===== src/rtl/e203_nice_csr_resp.sv =====
// Responder-side CSR bank for the NICE CSR window (0xE00-0xEFF): config regs,
// cycle counter, ID and access counter behind a programmable-latency handshake.
module e203_nice_csr_resp #(
  parameter int          LAT     = 1,
  parameter int          NUM_CSR = 4,
  parameter logic [31:0] ID_VAL  = 32'hE203_0001
) (
  input  logic                   clk,
  input  logic                   rst,
  input  logic                   nice_csr_valid,
  output logic                   nice_csr_ready,
  input  logic [31:0]            nice_csr_addr,
  input  logic                   nice_csr_wr,
  input  logic [31:0]            nice_csr_wdata,
  output logic [31:0]            nice_csr_rdata,
  output logic [NUM_CSR*32-1:0]  nice_cfg_o
);

  logic [NUM_CSR-1:0][31:0] cfg;
  logic [31:0]              cyc;
  logic [31:0]              acc;
  logic [11:0]              sel_addr;
  logic                     hs;
  logic                     unused_addr_hi;

  assign unused_addr_hi = ^nice_csr_addr[31:12];
  assign nice_cfg_o     = cfg;

  // Read mux; unmapped indices fall through to zero.
  always_comb begin
    nice_csr_rdata = '0;
    for (int i = 0; i < NUM_CSR; i++)
      if (sel_addr == 12'(32'hE00 + i)) nice_csr_rdata = cfg[i];
    if (sel_addr == 12'hE10) nice_csr_rdata = cyc;
    if (sel_addr == 12'hEF0) nice_csr_rdata = ID_VAL;
    if (sel_addr == 12'hEF1) nice_csr_rdata = acc;
  end

  always_ff @(posedge clk or posedge rst) begin
    if (rst) begin
      cfg <= '0;
      cyc <= '0;
      acc <= '0;
    end else begin
      cyc <= cyc + 32'd1;
      if (hs) begin
        acc <= acc + 32'd1;
        if (nice_csr_wr) begin
          for (int i = 0; i < NUM_CSR; i++)
            if (sel_addr == 12'(32'hE00 + i)) cfg[i] <= nice_csr_wdata;
          // CSR write takes priority over the free-running increment
          if (sel_addr == 12'hE10) cyc <= nice_csr_wdata;
        end
      end
    end
  end

  generate
    if (LAT == 0) begin : g_comb
      assign nice_csr_ready = 1'b1;
      assign sel_addr       = nice_csr_addr[11:0];
      assign hs             = nice_csr_valid;
    end else begin : g_fsm
      typedef enum logic [1:0] {IDLE, BUSY, RDY} state_t;
      localparam logic [3:0] LAT_M1 = 4'(LAT - 1);

      state_t      state;
      logic [3:0]  cnt;
      logic [11:0] lat_addr;
      logic        rdy;
      logic        match;

      assign match = (nice_csr_addr[11:0] == lat_addr);

      always_ff @(posedge clk or posedge rst) begin
        if (rst) begin
          state    <= IDLE;
          cnt      <= '0;
          lat_addr <= '0;
          rdy      <= 1'b0;
        end else begin
          case (state)
            IDLE: if (nice_csr_valid) begin
              lat_addr <= nice_csr_addr[11:0];
              if (LAT == 1) begin
                state <= RDY;
                rdy   <= 1'b1;
              end else begin
                state <= BUSY;
                cnt   <= LAT_M1;
              end
            end
            BUSY: if (cnt == 4'd1) begin
              state <= RDY;
              rdy   <= 1'b1;
            end else begin
              cnt <= cnt - 4'd1;
            end
            RDY: if (nice_csr_valid) begin
              if (match) begin
                state <= IDLE;
                rdy   <= 1'b0;
              end else begin
                // New address while ready: restart the latency as if from IDLE
                lat_addr <= nice_csr_addr[11:0];
                if (LAT != 1) begin
                  state <= BUSY;
                  rdy   <= 1'b0;
                  cnt   <= LAT_M1;
                end
              end
            end
            default: begin
              state <= IDLE;
              rdy   <= 1'b0;
            end
          endcase
        end
      end

      assign nice_csr_ready = rdy;
      assign sel_addr       = lat_addr;
      assign hs             = rdy & nice_csr_valid & match;
    end
  endgenerate

endmodule


===== config.mk =====
export PLATFORM = sky130hd
export DESIGN_NAME = e203_nice_csr_resp
export DESIGN_NICKNAME = d
export VERILOG_FILES = /design/src/rtl/e203_nice_csr_resp.sv
export SDC_FILE = /design/constraint.sdc
export NUM_CORES = 1
export LEC_CHECK = 0
export BUFFER_PORTS_ARGS = -buffer_cell sky130_fd_sc_hd__buf_2
export CAP_MARGIN = 15
export CORE_MARGIN = 10
export CORE_UTILIZATION = 45
export CTS_CLUSTER_SIZE = 20
export DETAILED_ROUTE_END_ITERATION = 10
export HOLD_SLACK_MARGIN = 0.15
export PLACE_DENSITY = 0.71
export SKIP_LAST_GASP = 1
export SLEW_MARGIN = 0
export SYNTH_ARGS = -nofsm -noshare
export SYNTH_HDL_FRONTEND = slang
export SYNTH_SLANG_ARGS = --single-unit

===== constraint.sdc =====
create_clock -name clk -period 6 [get_ports clk]
set_input_delay 0.6 -clock clk [delete_from_list [all_inputs] [get_ports clk]]
set_output_delay 0.6 -clock clk [all_outputs]
set_load 0.005 [all_outputs]

-- After elaboration in Yosys (flattened, before gate mapping)
Cells that the tools add are included.
- add/sub/neg operators: 3
- equality and inequality tests: 16
- muxes and demuxes: 24
- bitwise logic cells: 3
- reductions and logical operators: 9
- operator list (cell ; number):
    $mux W32 ; 10
    $eq A12 B12 Y1 const B ; 7
    $add A32 B1 Y32 const B ; 2
    $mux W12 ; 3
    $pmux W12 S2 ; 1
    $eq A12 B12 Y1 ; 1
    $reduce_and A3 Y1 ; 4
    $ne A2 B2 Y1 const B ; 5
    $mux W2 ; 4
    $reduce_and A4 Y1 ; 2
    $pmux W2 S3 ; 1
    $eq A4 B1 Y1 const B ; 1
    $mux W1 ; 4
    $sub A4 B1 Y4 const B ; 1
    $pmux W1 S3 ; 1
    $and A1 B1 Y1 ; 2
    $eq A2 B1 Y1 const B ; 1
    $eq A2 B2 Y1 const B ; 1
    $logic_not A2 Y1 ; 1
    $reduce_and A2 Y1 ; 1
    $reduce_bool A2 Y1 ; 1
    $not A1 Y1 ; 1
- bits in registers: 211
- input bits: 68
- output and inout port bits: 161
- word-level logic and storage cells: 65

-- Longest topological paths before layout
- depth in word-level cells: 8
- depth in mapped cells: 9
- depth with buffers taken out: 7

-- Worst setup path after synthesis
OpenSTA, ideal clock, no wires.
- path type: reg-to-output
- start point: register g_fsm.lat_addr[0]
- end point: output nice_csr_rdata[11]
- arrival time: 2.377 ns
- required time: 5.400 ns
- slack: 3.023 ns
- stages on the path, launching flop included: 7
- path buffers: 3
- path through: dfrtp_1 buf_2 buf_1 clkbuf_1 mux4_2 a222oi_1 inv_1
- word-level cells in the longest chain between the ends: 8
- elaborated cells between the ends (all ways): 14
- those cells by class: 7 x eq/ne; 7 x mux
- ends and longest elaborated chain (element ; RTL line ; RTL):
    start, declared ; 69 ; logic [11:0] lat_addr;
    start signal, assigned ; 84 ; lat_addr <= nice_csr_addr[11:0];
    start signal, assigned ; 105 ; lat_addr <= nice_csr_addr[11:0];
    $eq A12 B12 Y1 ; 33 ; if (sel_addr == 12'(32'hE00 + i)) nice_csr_rdata = cfg[i];
    $mux W32 (4 in series) ; 33 ;
    $mux W32 ; 34 ; if (sel_addr == 12'hE10) nice_csr_rdata = cyc;
    $mux W32 ; 35 ; if (sel_addr == 12'hEF0) nice_csr_rdata = ID_VAL;
    $mux W32 (*) ; 36 ; if (sel_addr == 12'hEF1) nice_csr_rdata = acc;
    end, declared ; 15 ; output logic [31:0] nice_csr_rdata,
Mark *: on every way between the ends. The rest lies on a longest branch, timed or not.

-- Worst setup path in the final report
- start point: register g_fsm.lat_addr[8]
- end point: output nice_csr_rdata[29]
The elaborated chain is that of the path after synthesis.

==> flow_metrics.env <==
export IMPL_dp_hpwl_um=18700
export IMPL_crit_chain="nand4b_1, or3_1, or2_2, nor4_4, buf_4, nor2_1, a222oi_1, buf_2"
export IMPL_finalNonFillerCells=1239
export IMPL_crit_end="nice_csr_rdata[29]"
export IMPL_async_flop_share_pct=100
export IMPL_rsz0062_at_grt="no"
export IMPL_firstDrtPassIters=6
export IMPL_path_buf_inv=2
export IMPL_path_delay_family="simple AND/OR/NAND/NOR gates"
export IMPL_postPlaceCellArea_sq_um=11400
export IMPL_grt_pass1_vias=7407
export IMPL_core_sq_um=21900
export IMPL_cts_clk_slew_worst_paths_ps=60
export IMPL_antenna_found_initial=1
export IMPL_globalRoute_totalOverflow=0
export IMPL_tns_ps=0
export IMPL_synth_cell_types=41
export IMPL_rows=54
export IMPL_power_mw=2.86
export IMPL_htreeDepth=1
export IMPL_crit_slowest_cell="nor4_4"
export IMPL_slowest_delay_ps=750
export IMPL_clock_sinks=205
export IMPL_yosysSeqAreaShare_pct=51.1
export IMPL_track_usage_pct=18.5
export IMPL_mostFrequentLayoutCell="buf_2"
export IMPL_drtIter0Drc=524
export IMPL_n_fill_cell=1863
export IMPL_io_buffers=208
export IMPL_skew_ps=9.30
export IMPL_syn_nets=806
export IMPL_cp_required_ps=5400
export IMPL_die_width_um=169
export IMPL_cp_end_kind="primary output"
export IMPL_seq_area_sq_um=5130
export IMPL_reg2reg_slack_ps=2310
export IMPL_crit_path_max_fanout=21
export IMPL_critPathKind="reg2out"
export IMPL_avgSynthCellArea_sq_um=13.6
export IMPL_nets=1015
export IMPL_setup_viol_count_final=0
export IMPL_fmax_mhz=230
export IMPL_die_y_um=169
export IMPL_yosys_register_bits=205
export IMPL_hold_path_class="in2reg"
export IMPL_initial_core_util_pct=45.8
export IMPL_cts_tree="done"
export IMPL_synth_edf_count=0
export IMPL_postRouteAntennaNets=0
export IMPL_pre_cts_ws_ps=2190
export IMPL_cts_setup_buffers=0
export IMPL_r2r_end="cyc[29]$_DFF_PP0_"
export IMPL_clockRootBuffer="clkbuf_16"
export IMPL_worst_slack_ps=1650
export IMPL_ioPinCount=229
export IMPL_viasPerCell=5.67
export IMPL_dp_cells=1199
export IMPL_peakVddDrop_mv=0.188
export IMPL_drv_cap=0
export IMPL_wirelength_um=27300
export IMPL_routedWlPerCell_um=22.0
export IMPL_period_minus_slack_ps=4350
export IMPL_synthCells=736
export IMPL_drcViolationCount=0
export IMPL_reg2reg_depth=6
export IMPL_grt_first_pass_wirelength_um=43100
export IMPL_hold_viol_final=0
export IMPL_grt_max_degree=99
export IMPL_p_leak_nw=6.36
export IMPL_final_cell_mix="208 x buf_2, 203 x dfrtp_1, 135 x mux2_2"
export IMPL_cp_start_kind="flop"
export IMPL_r2r_start="g_fsm.lat_addr[8]$_DFFE_PP0P_"
export IMPL_slew_violations=0
export IMPL_cp_arrival_ps=3750
export IMPL_cp_depth=8
export IMPL_synth_warnings=0
export IMPL_tightestPinTransition_ps=1100
export IMPL_p_per_area_nw_per_um2=236
export IMPL_multi_input_area_sq_um=4580
export IMPL_gp_congestion=0.784
export IMPL_die_area_sq_um=28700
export IMPL_area_delta_synth_final_pct=20.8
export IMPL_max_slew_margin_rel_pct=26.8
export IMPL_setup_worst_path_start="g_fsm.lat_addr[8]$_DFFE_PP0P_"
export IMPL_clk_insertion_delay_late_ps=510
export IMPL_cts_buffer_depth=3
export IMPL_drive_gt1_share_pct=49.1
export IMPL_synthFlopType="dfrtp_1"
export IMPL_num_vias=7026
export IMPL_fin_crit_sh_pct=72.6
export IMPL_fin_area_sq_um=12100
export IMPL_status="finished, final reports clean"
export IMPL_netlist_area_sq_um=10000
export IMPL_numCtsBuffers=23
sequential cells by signal (all words and copies together) (netlist names):
register and flops:
g_fsm.lat_addr 12, cyc 32, acc 32, nice_cfg_o 128
nice_csr_ready 1
worst min-delay path by stage:
| stage | from | to | depth (start not counted) |
|---|---|---|---|
| 4_1_cts | nice_csr_addr[4] | g_fsm.lat_addr[4]$_DFFE_PP0P_ | 3 |
| 3_5_place_dp | acc[31]$_DFFE_PP0N_ | acc[31]$_DFFE_PP0N_ | 1 |
| 2_1_floorplan | acc[31]$_DFFE_PP0N_ | acc[31]$_DFFE_PP0N_ | 1 |
| 6_report | nice_csr_addr[4] | g_fsm.lat_addr[4]$_DFFE_PP0P_ | 3 |
| 3_3_place_gp | acc[31]$_DFFE_PP0N_ | acc[31]$_DFFE_PP0N_ | 1 |
| 5_1_grt | nice_csr_addr[2] | g_fsm.lat_addr[2]$_DFFE_PP0P_ | 2 |
repair_timing:
action / in CTS / in global routing
hold buffers: 1 / 0
endpoints found under the hold margin: 19 / 0
gates resized for setup: 0 / 0
cell usage after synthesis (2+ instances only):
| library cell | instances | area (sq um) |
|---|---|---|
| dfrtp_1 | 205 | 5130 |
| mux2_2 | 135 | 1520 |
| xnor2_1 | 63 | 552 |
| inv_1 | 41 | 154 |
| mux4_2 | 31 | 698 |
| mux2_4 | 30 | 450 |
| a222oi_1 | 27 | 270 |
| nand3_1 | 25 | 125 |
| nand4_1 | 24 | 150 |
| clkbuf_1 | 21 | 78.8 |
| nand2_1 | 19 | 71.3 |
| nor2_1 | 17 | 63.8 |
| and3_1 | 15 | 93.8 |
| buf_2 | 13 | 65.1 |
| xor2_1 | 10 | 87.6 |
| mux2_1 | 7 | 78.8 |
| and4_1 | 6 | 52.6 |
| nor3_1 | 5 | 25.0 |
| a221oi_1 | 4 | 35.0 |
| or3_1 | 4 | 25.0 |
| a31oi_1 | 3 | 18.8 |
| and2_1 | 3 | 18.8 |
| buf_4 | 3 | 22.5 |
| buf_6 | 3 | 33.8 |
| buf_1 | 2 | 7.51 |
| ha_1 | 2 | 25.0 |
| mux2i_1 | 2 | 20.0 |
| nor4_2 | 2 | 25.0 |
| nor4_4 | 2 | 42.5 |
where the power goes:
group	internal (mW)	switching [mW]
Sequential	1.39	0.00798
Combinational	0.0499	0.0920
Clock	0.770	0.549
final cells by class:
cell class / instances / area share (%)
Tap cell: 280 / 2.89
Multi-Input combinational cell: 448 / 37.8
Antenna cell: 1 / 0.0206
Inverter: 41 / 1.30
Timing Repair Buffer: 226 / 9.83
Clock inverter: 6 / 0.268
Clock buffer: 32 / 5.52
Sequential cell: 205 / 42.3
worst reg2reg max path, cell delays in order, from the launching register on:
cell      delay, ps
dfrtp_1         390
nand4b_1        180
or3_1           390
or2_2           370
nor4_4          750
nor2b_4        1010
mux2_2          480
cells by family (layout without fill, tap and decap cells):
| family | after synthesis | after routing | share of synthesized area (%) |
|---|---|---|---|
| and+or+nand+nor | 129 | 129 | 7.46 |
| muxes | 205 | 205 | 27.6 |
| AOI/OAI and AO/OA | 39 | 39 | 3.59 |
| buffers and inverters | 83 | 305 | 3.60 |
| adders and majority gates | 2 | 2 | 0.249 |
| xor gates and xnor gates | 73 | 73 | 6.37 |
| DFF | 205 | 205 | 51.1 |
| other | 0 | 1 | 0 |
per-stage QoR:
step / utilization [%] / hold slack (ps)
3_5_place_dp: 52.1 / 469
5_1_grt: 55.4 / 334
6_report: 55.4 / 344
3_3_place_gp: 52.1 / 464
4_1_cts: 55.3 / 320
2_1_floorplan: - / 445
routing by layer:
layer / share of wire [%] / vias to the layer above / global-route usage, %
li1: - / 3142 / -
met1: 45 / 3616 / 25.7
met2: 47 / 232 / 28.9
met3: 6.9 / 36 / 4.45
met4: 1.7 / 0 / 4.35
met5: 0 / - / 0
(Power assumes the default switching activity.)
